[config.mk]
export PLATFORM = sky130hd
export DESIGN_NAME = t05_1602_lcd_seq
export DESIGN_NICKNAME = d
export VERILOG_FILES = /design/src/rtl/t05_1602_lcd_seq.sv
export SDC_FILE = /design/constraint.sdc
export NUM_CORES = 1
export LEC_CHECK = 0
export BUFFER_PORTS_ARGS = -buffer_cell sky130_fd_sc_hd__buf_2
export CORE_MARGIN = 3
export CORE_UTILIZATION = 40
export DETAILED_ROUTE_END_ITERATION = 8
export GPL_TIMING_DRIVEN = 0
export HOLD_SLACK_MARGIN = 0.08
export PLACE_DENSITY_LB_ADDON = 0.25
export SYNTH_ARGS = -nofsm -noshare
export SYNTH_HDL_FRONTEND = slang
export SYNTH_SLANG_ARGS = --single-unit
[constraint.sdc]
create_clock -name clk -period 6.4 [get_ports clk]
set_input_delay 0.64 -clock clk [delete_from_list [all_inputs] [get_ports clk]]
set_output_delay 0.64 -clock clk [all_outputs]
set_load 0.005 [all_outputs]
[src/rtl/t05_1602_lcd_seq.sv]
// Command/data sequencer for a 1602 character LCD feeding an SPI byte transmitter.
// Runs the power-up init sequence, then expands write/clear requests into LCD bytes.
module t05_1602_lcd_seq #(
  parameter int unsigned POWERUP_CYCLES = 40000,
  parameter int unsigned CMD_CYCLES     = 400,
  parameter int unsigned CLEAR_CYCLES   = 20000
) (
  input  logic       clk,
  input  logic       rst,
  input  logic       wr_valid,
  output logic       wr_ready,
  input  logic       wr_row,
  input  logic [3:0] wr_col,
  input  logic [7:0] wr_char,
  input  logic       clr_req,
  output logic       init_done,
  output logic       spi_start,
  output logic [7:0] spi_data,
  output logic       spi_rs,
  input  logic       spi_busy,
  input  logic       spi_done
);

  localparam int unsigned MAX_AB  = (POWERUP_CYCLES > CMD_CYCLES) ? POWERUP_CYCLES : CMD_CYCLES;
  localparam int unsigned MAX_CYC = (MAX_AB > CLEAR_CYCLES) ? MAX_AB : CLEAR_CYCLES;
  localparam int unsigned CNT_W   = (MAX_CYC > 0) ? $clog2(MAX_CYC + 1) : 1;

  localparam logic [7:0] BYTE_FUNC_SET  = 8'h38;
  localparam logic [7:0] BYTE_DISP_ON   = 8'h0C;
  localparam logic [7:0] BYTE_CLEAR     = 8'h01;
  localparam logic [7:0] BYTE_ENTRY_MOD = 8'h06;

  typedef enum logic [2:0] {
    PWR_WAIT,
    ISSUE,
    XFER,
    GAP,
    IDLE
  } state_t;

  typedef enum logic [2:0] {
    INIT0,
    INIT1,
    INIT2,
    INIT3,
    ADDR,
    CHAR,
    CLEAR
  } phase_t;

  state_t           state, state_nx;
  phase_t           phase, phase_nx;
  logic [CNT_W-1:0] cnt, cnt_nx;
  logic [CNT_W-1:0] gap_load;
  logic             row_q, row_nx;
  logic [3:0]       col_q, col_nx;
  logic [7:0]       char_q, char_nx;
  logic             init_done_nx;
  logic             wr_ready_nx;
  logic             spi_start_nx;
  logic [7:0]       issue_data;
  logic             issue_rs;

  // A clear command needs the long settle; every other byte uses the short one.
  assign gap_load = (!spi_rs && (spi_data == BYTE_CLEAR)) ? CNT_W'(CLEAR_CYCLES)
                                                          : CNT_W'(CMD_CYCLES);

  // Next-state, phase, counter and request-latch logic.
  always_comb begin
    state_nx     = state;
    phase_nx     = phase;
    cnt_nx       = cnt;
    row_nx       = row_q;
    col_nx       = col_q;
    char_nx      = char_q;
    init_done_nx = init_done;
    spi_start_nx = 1'b0;

    case (state)
      PWR_WAIT: begin
        if (cnt <= CNT_W'(1)) begin
          state_nx = ISSUE;
          phase_nx = INIT0;
        end else begin
          cnt_nx = cnt - CNT_W'(1);
        end
      end

      ISSUE: begin
        if (!spi_busy) begin
          spi_start_nx = 1'b1;
          state_nx     = XFER;
        end
      end

      XFER: begin
        if (spi_done) begin
          state_nx = GAP;
          cnt_nx   = gap_load;
        end
      end

      GAP: begin
        // A loaded value of 0 or 1 both leave after a single cycle.
        if (cnt <= CNT_W'(1)) begin
          case (phase)
            INIT0: begin
              phase_nx = INIT1;
              state_nx = ISSUE;
            end
            INIT1: begin
              phase_nx = INIT2;
              state_nx = ISSUE;
            end
            INIT2: begin
              phase_nx = INIT3;
              state_nx = ISSUE;
            end
            INIT3: begin
              init_done_nx = 1'b1;
              state_nx     = IDLE;
            end
            ADDR: begin
              phase_nx = CHAR;
              state_nx = ISSUE;
            end
            default: state_nx = IDLE;
          endcase
        end else begin
          cnt_nx = cnt - CNT_W'(1);
        end
      end

      IDLE: begin
        // Clear has priority; a concurrent write is dropped and must be re-presented.
        if (init_done) begin
          if (clr_req) begin
            phase_nx = CLEAR;
            state_nx = ISSUE;
          end else if (wr_valid) begin
            row_nx   = wr_row;
            col_nx   = wr_col;
            char_nx  = wr_char;
            phase_nx = ADDR;
            state_nx = ISSUE;
          end
        end
      end

      default: state_nx = PWR_WAIT;
    endcase

    wr_ready_nx = (state_nx == IDLE) && init_done_nx;
  end

  // Byte and register-select for the phase about to be issued.
  always_comb begin
    issue_data = 8'h00;
    issue_rs   = 1'b0;
    case (phase_nx)
      INIT0:   issue_data = BYTE_FUNC_SET;
      INIT1:   issue_data = BYTE_DISP_ON;
      INIT2:   issue_data = BYTE_CLEAR;
      INIT3:   issue_data = BYTE_ENTRY_MOD;
      ADDR:    issue_data = {1'b1, row_nx, 2'b00, col_nx};
      CHAR: begin
        issue_data = char_nx;
        issue_rs   = 1'b1;
      end
      CLEAR:   issue_data = BYTE_CLEAR;
      default: issue_data = 8'h00;
    endcase
  end

  // State and registered outputs; spi_data/spi_rs only change on entry to ISSUE.
  always_ff @(posedge clk or posedge rst) begin
    if (rst) begin
      state     <= PWR_WAIT;
      phase     <= INIT0;
      cnt       <= CNT_W'(POWERUP_CYCLES);
      row_q     <= 1'b0;
      col_q     <= 4'h0;
      char_q    <= 8'h00;
      init_done <= 1'b0;
      wr_ready  <= 1'b0;
      spi_start <= 1'b0;
      spi_data  <= 8'h00;
      spi_rs    <= 1'b0;
    end else begin
      state     <= state_nx;
      phase     <= phase_nx;
      cnt       <= cnt_nx;
      row_q     <= row_nx;
      col_q     <= col_nx;
      char_q    <= char_nx;
      init_done <= init_done_nx;
      wr_ready  <= wr_ready_nx;
      spi_start <= spi_start_nx;
      if (state_nx == ISSUE) begin
        spi_data <= issue_data;
        spi_rs   <= issue_rs;
      end
    end
  end

endmodule

; After elaboration in Yosys (flattened, before gate mapping)
; Index checks and enable logic that the tools add are counted.
[totals]
wordCells = 82
reg_bits = 47
[classes]
n_lt_le_gt_ge = 1
eq_ne = 19
muxes = 39
reduce_logical = 11
add_sub_neg = 1
[ops]
columns = operator, count
row1 = 8-bit one-hot mux with 6 select lines, 1
row2 = 3-bit two-way mux, 13
row3 = 16-bit two-way mux, 2
row4 = 8-bit two-way mux, 4
row5 = 16-bit one-hot mux with 2 select lines, 1
row6 = 3-bit by 2-bit == test with 1-bit output (second input constant), 6
row7 = 3-bit == test (second input constant), 6
row8 = 16-bit by 1-bit <= comparator with 1-bit output (second input constant), 1
row9 = 4-bit two-way mux, 4
row10 = 16-bit by 1-bit subtractor with 16-bit output (second input constant), 1
row11 = 15-bit two-way mux, 1
row12 = 3-bit one-hot mux with 5 select lines, 1
row13 = 3-bit by 1-bit == test with 1-bit output (second input constant), 4
row14 = 3-bit one-hot mux with 4 select lines, 1
row15 = 1-bit two-way mux, 10
row16 = 3-bit logical NOT, 3
row17 = 3-bit one-hot mux with 3 select lines, 1
row18 = 8-bit by 1-bit == test with 1-bit output (second input constant), 1
row19 = 2-bit inequality test (second input constant), 2
row20 = 2-bit OR reduction, 2
row21 = 4-bit OR reduction, 1
row22 = 3-bit AND reduction, 1
row23 = 1-bit logical AND, 2
row24 = 2-bit nonzero test, 1
row25 = 1-bit logical NOT, 1

; Logic depth before layout (Yosys ltp)
[logic_depth]
depth_word = 7
ltp_mapped = 9
ltp_nobuf = 8

; Worst setup path after synthesis
; No wires, ideal clock.
[synth_path]
kind = register to register
from = reg cnt[11]
to = reg spi_data[3]
arrival_time_ns = 2.178
path_buffers = 1
stages_incl_launch_ff = 9
setup_slack_ns = 4.130
setup_ns = 0.092
cell_sequence = dfstp_2 -> or4_4 -> nor3_2 -> a31oi_1 -> a211o_1 -> buf_6 -> inv_4 -> mux2_4 -> o31ai_2
[synth_via]
elab_chain_cells = 6
elab_cells_between_ends = 17
classes_between = order compare (1) / eq/ne (7) / mux (7) / reduce/logical (2)
[synth_rtl]
columns = item, line
row1 = "start, declared", 53  ; logic [CNT_W-1:0] cnt, cnt_nx;
row2 = "start signal, assigned", 180  ; cnt <= CNT_W'(POWERUP_CYCLES);
row3 = "start signal, assigned", 192  ; cnt <= cnt_nx;
row4 = 16-bit by 1-bit <= comparator with 1-bit output *, "81, 105"
row5 = 3-bit two-way mux (on tied branches), "105, 81"
row6 = 3-bit one-hot mux with 3 select lines *, 79  ; case (state)
row7 = via phase_nx[0], 52  ; phase_t phase, phase_nx;
row8 = 3-bit == test / 3-bit by 2-bit == test with 1-bit output (equally long branches), 160  ; case (phase_nx)
row9 = 2-bit OR reduction (no source line), -
row10 = 8-bit one-hot mux with 6 select lines *, 160
row11 = "end signal, assigned", 200  ; spi_data <= issue_data;
row12 = "end, declared", 18  ; output logic [7:0] spi_data,
; Mark *: on every way through the listed nets, which the timed path passes. The rest lies on a longest branch.
; A chain may end at the register's enable or synchronous reset.

; Final worst setup path
[layout_path]
from = reg cnt[11]
to = reg spi_data[1]
; The elaborated chain is that of the path after synthesis.

==> run metrics <==
outcome completed; Total Routing Usage GR between 10% and 20%; clk buf depth 2; Final Critical Period approximately 2600 ps; post-CTS sizing 0; DR vias 2093; H-tree levels 2; Cells after Synth 259; total gr overflow 0; setup TNS 0 ps; most common cell after layout, fill and taps aside dfrtp_1; final worst setup slack 3789 ps; Skew-Pair Late Insertion Delay around 300 ps; Final Routed Wirelength approximately 5.8 mm; max incr delay on CP about 700 ps; root buffer cell clkbuf_8; fin area 0.003002 mm2; Mapped Nets 280; number of distinct library cells after synthesis 64; sequential element share of the synthesized area between 40% and 50%; I/O pins 31; share of the synthesized area in the top cell type 39.83%; critical path capture point type flip-flop; crit-path cells nor4_2 > nand2_2 > o21bai_1 > inv_1 > and4_1 > o31ai_1 > a41oi_1; Tcrit/Tclk final 40.80%; clock sinks 47; Post-Place Cell Area 0.002903 mm2; CTS tree done; Worst Skew between 15 and 20 ps; Post-route DRC 0; Least-Margin Pin Slew 759.9 ps; Fin Hold WS 272.8 ps; Post-synth EDFFs 0; Top FF cell, synth dfrtp_1; Slew Viols, Final 0; I/O Buffers 30; Std-Cell Core Area 0.006166 mm2; final hold violation count 0; RePlAce Congestion 0.8654; ys async rst share between 90% and 100%; share of post-route cells with drive strength above 1 29.53%; Crit path max-delay family simple AND/OR/NAND/NOR gates; slowest CP cell nor4_2; DRT iter0 DRCs between 100 and 150; startpoint types flip-flop; CP required about 6600 ps; Rel. slew slack 48.92%; DP Worst Slack roughly 3700 ps; Synth area leader dfrtp_1; area of the multi-input gates 0.001363 mm2; hold buffers post-CTS 0; Max FO, Critical Path 8; f_max 382.9 MHz; RSZ-0062 raised after global routing false; setup bufs post-CTS 0; Buffers & Inverters on Critical Path 1; syn_area_per_cell ~10 um2; WL/cell approximately 16 um; Clk pin slew, worst setup/hold paths 90 ps; global-route wire length before repair roughly 10 mm; filler cell count 592; Hold Path Class input port to asynchronous set/reset pin; critical path class flip-flop to flip-flop; post-DP HPWL 4.333 mm; vias in the first global route 2097; register area 0.001182 mm2; Crit. path cell count 7; most frequent cells in the layout dfrtp_1 (42), buf_2 (34), nor2_1 (23), nand2_1 (16); maximum VDD drop 85.61 uV; LEAKAGE 1.375 nW; Ys Warns 0; Die X ~87 um; area grow syn2layout 13.75%; initial antenna violation count 0; TritonRoute pass-1 iters 6; ant diodes 0; starting density of the core 42.80%; FF+latch count, synth 47; pin count of the biggest net entering global routing 37; CP arrival 2770 ps; top post-synthesis cells by area dfrtp_1 (40%), mux2_2 (5.5%), dfstp_2 (5.0%); Detail Route Antenna Nets 0; Die H just under 90 um; Mapped Area 0.002639 mm2; die area 0.007607 mm2; Via density 5.611; max cap viols 0; setup violators final 0; PwrDens 167.3 mW/mm2; cells on worst reg2reg path 7; TritonCTS Buffers 5; number of nets in the layout 318; Core Rows 28
area by class of cell:
cell class | count | share of cell area, %
multi-input cells | 191 | 45.39
repair buffers | 31 | 5.669
inverters | 12 | 1.584
clock inverters | 2 | 0.5419
clock buffers | 6 | 2.751
plain buffers | 9 | 1.542
flip-flops and latches | 47 | 39.39
well taps | 75 | 3.126
per-layer routing:
layer	global-route usage [%]	part of all wire, %	routed length [um]
met2	25.33	45	2591
met1	24.22	49	2861
met4	4.881	1.0	60
met5	0	0	0
met3	4.068	5.0	290
cell families (layout without fill, tap and decap cells):
group                      count (synthesis)  after routing  synth area share [%]
DFF                                       47             47                 44.81
buffers and inverters                     21             60                 3.556
and+or+nand+nor                           93             93                 20.86
muxes                                     18             18                 8.013
adders and majority gates                  3              3                 1.328
xor gates and xnor gates                   6              6                 1.991
AOI/OAI and AO/OA                         71             71                 19.44
power breakdown:
part	switching [mW]	leakage, nW	internal, mW
Clock	0.103	0.0474	0.0883
Sequential	0	0.603	0.297
Combinational	0.00825	0.724	0.00553
Yosys cell counts (3+ instances only):
cell type  instances
nor2_1            23
or4_4              3
or2_2              3
buf_2              4
a21oi_1           15
nor3_2             3
o2bb2ai_1          5
or4_1              3
inv_1             10
nand3_1            5
clkbuf_1           4
nor4_1             6
o31ai_1            6
a31oi_1            3
xnor2_1            4
nand2_1           16
mux2_4             3
o21ai_0           15
dfstp_2            5
mux2_2            13
o22a_1             4
nor3_1             7
dfrtp_1           42
and3_1             3
final timing paths:
path | from | endpoint | slack [ps]
hold reg to reg | char_q[7]$_DFF_PP0_ | char_q[7]$_DFF_PP0_ | 500
max in group asynchronous | rst | cnt[12]$_DFFE_PP1P_ | 5590
setup reg to reg | cnt[11]$_DFFE_PP1P_ | spi_data[1]$_DFFE_PP0N_ | 3790
hold / removal | rst | cnt[5]$_DFFE_PP0P_ | 270
setup / recovery | cnt[11]$_DFFE_PP1P_ | spi_data[1]$_DFFE_PP0N_ | 3790
min in group clk | char_q[7]$_DFF_PP0_ | char_q[7]$_DFF_PP0_ | 500
flip-flops by register name, summed over array words and instances, names as in the netlist:
name	cells
cnt	16
char_q	8
spi_data	8
col_q	4
phase	3
state	3
init_done	1
row_q	1
spi_rs	1
spi_start	1
wr_ready	1
per-stage QoR:
step	utilization, %	total power [mW]	cells
after CTS	48.68	0.5082	373
after global placement	46.75	0.3154	364
after global routing	48.68	0.5248	373
final	48.68	0.5021	373
after detailed placement	47.08	0.3171	365
after floorplan	-	0.3076	259
Note: power is estimated with default switching activity, not from simulation.
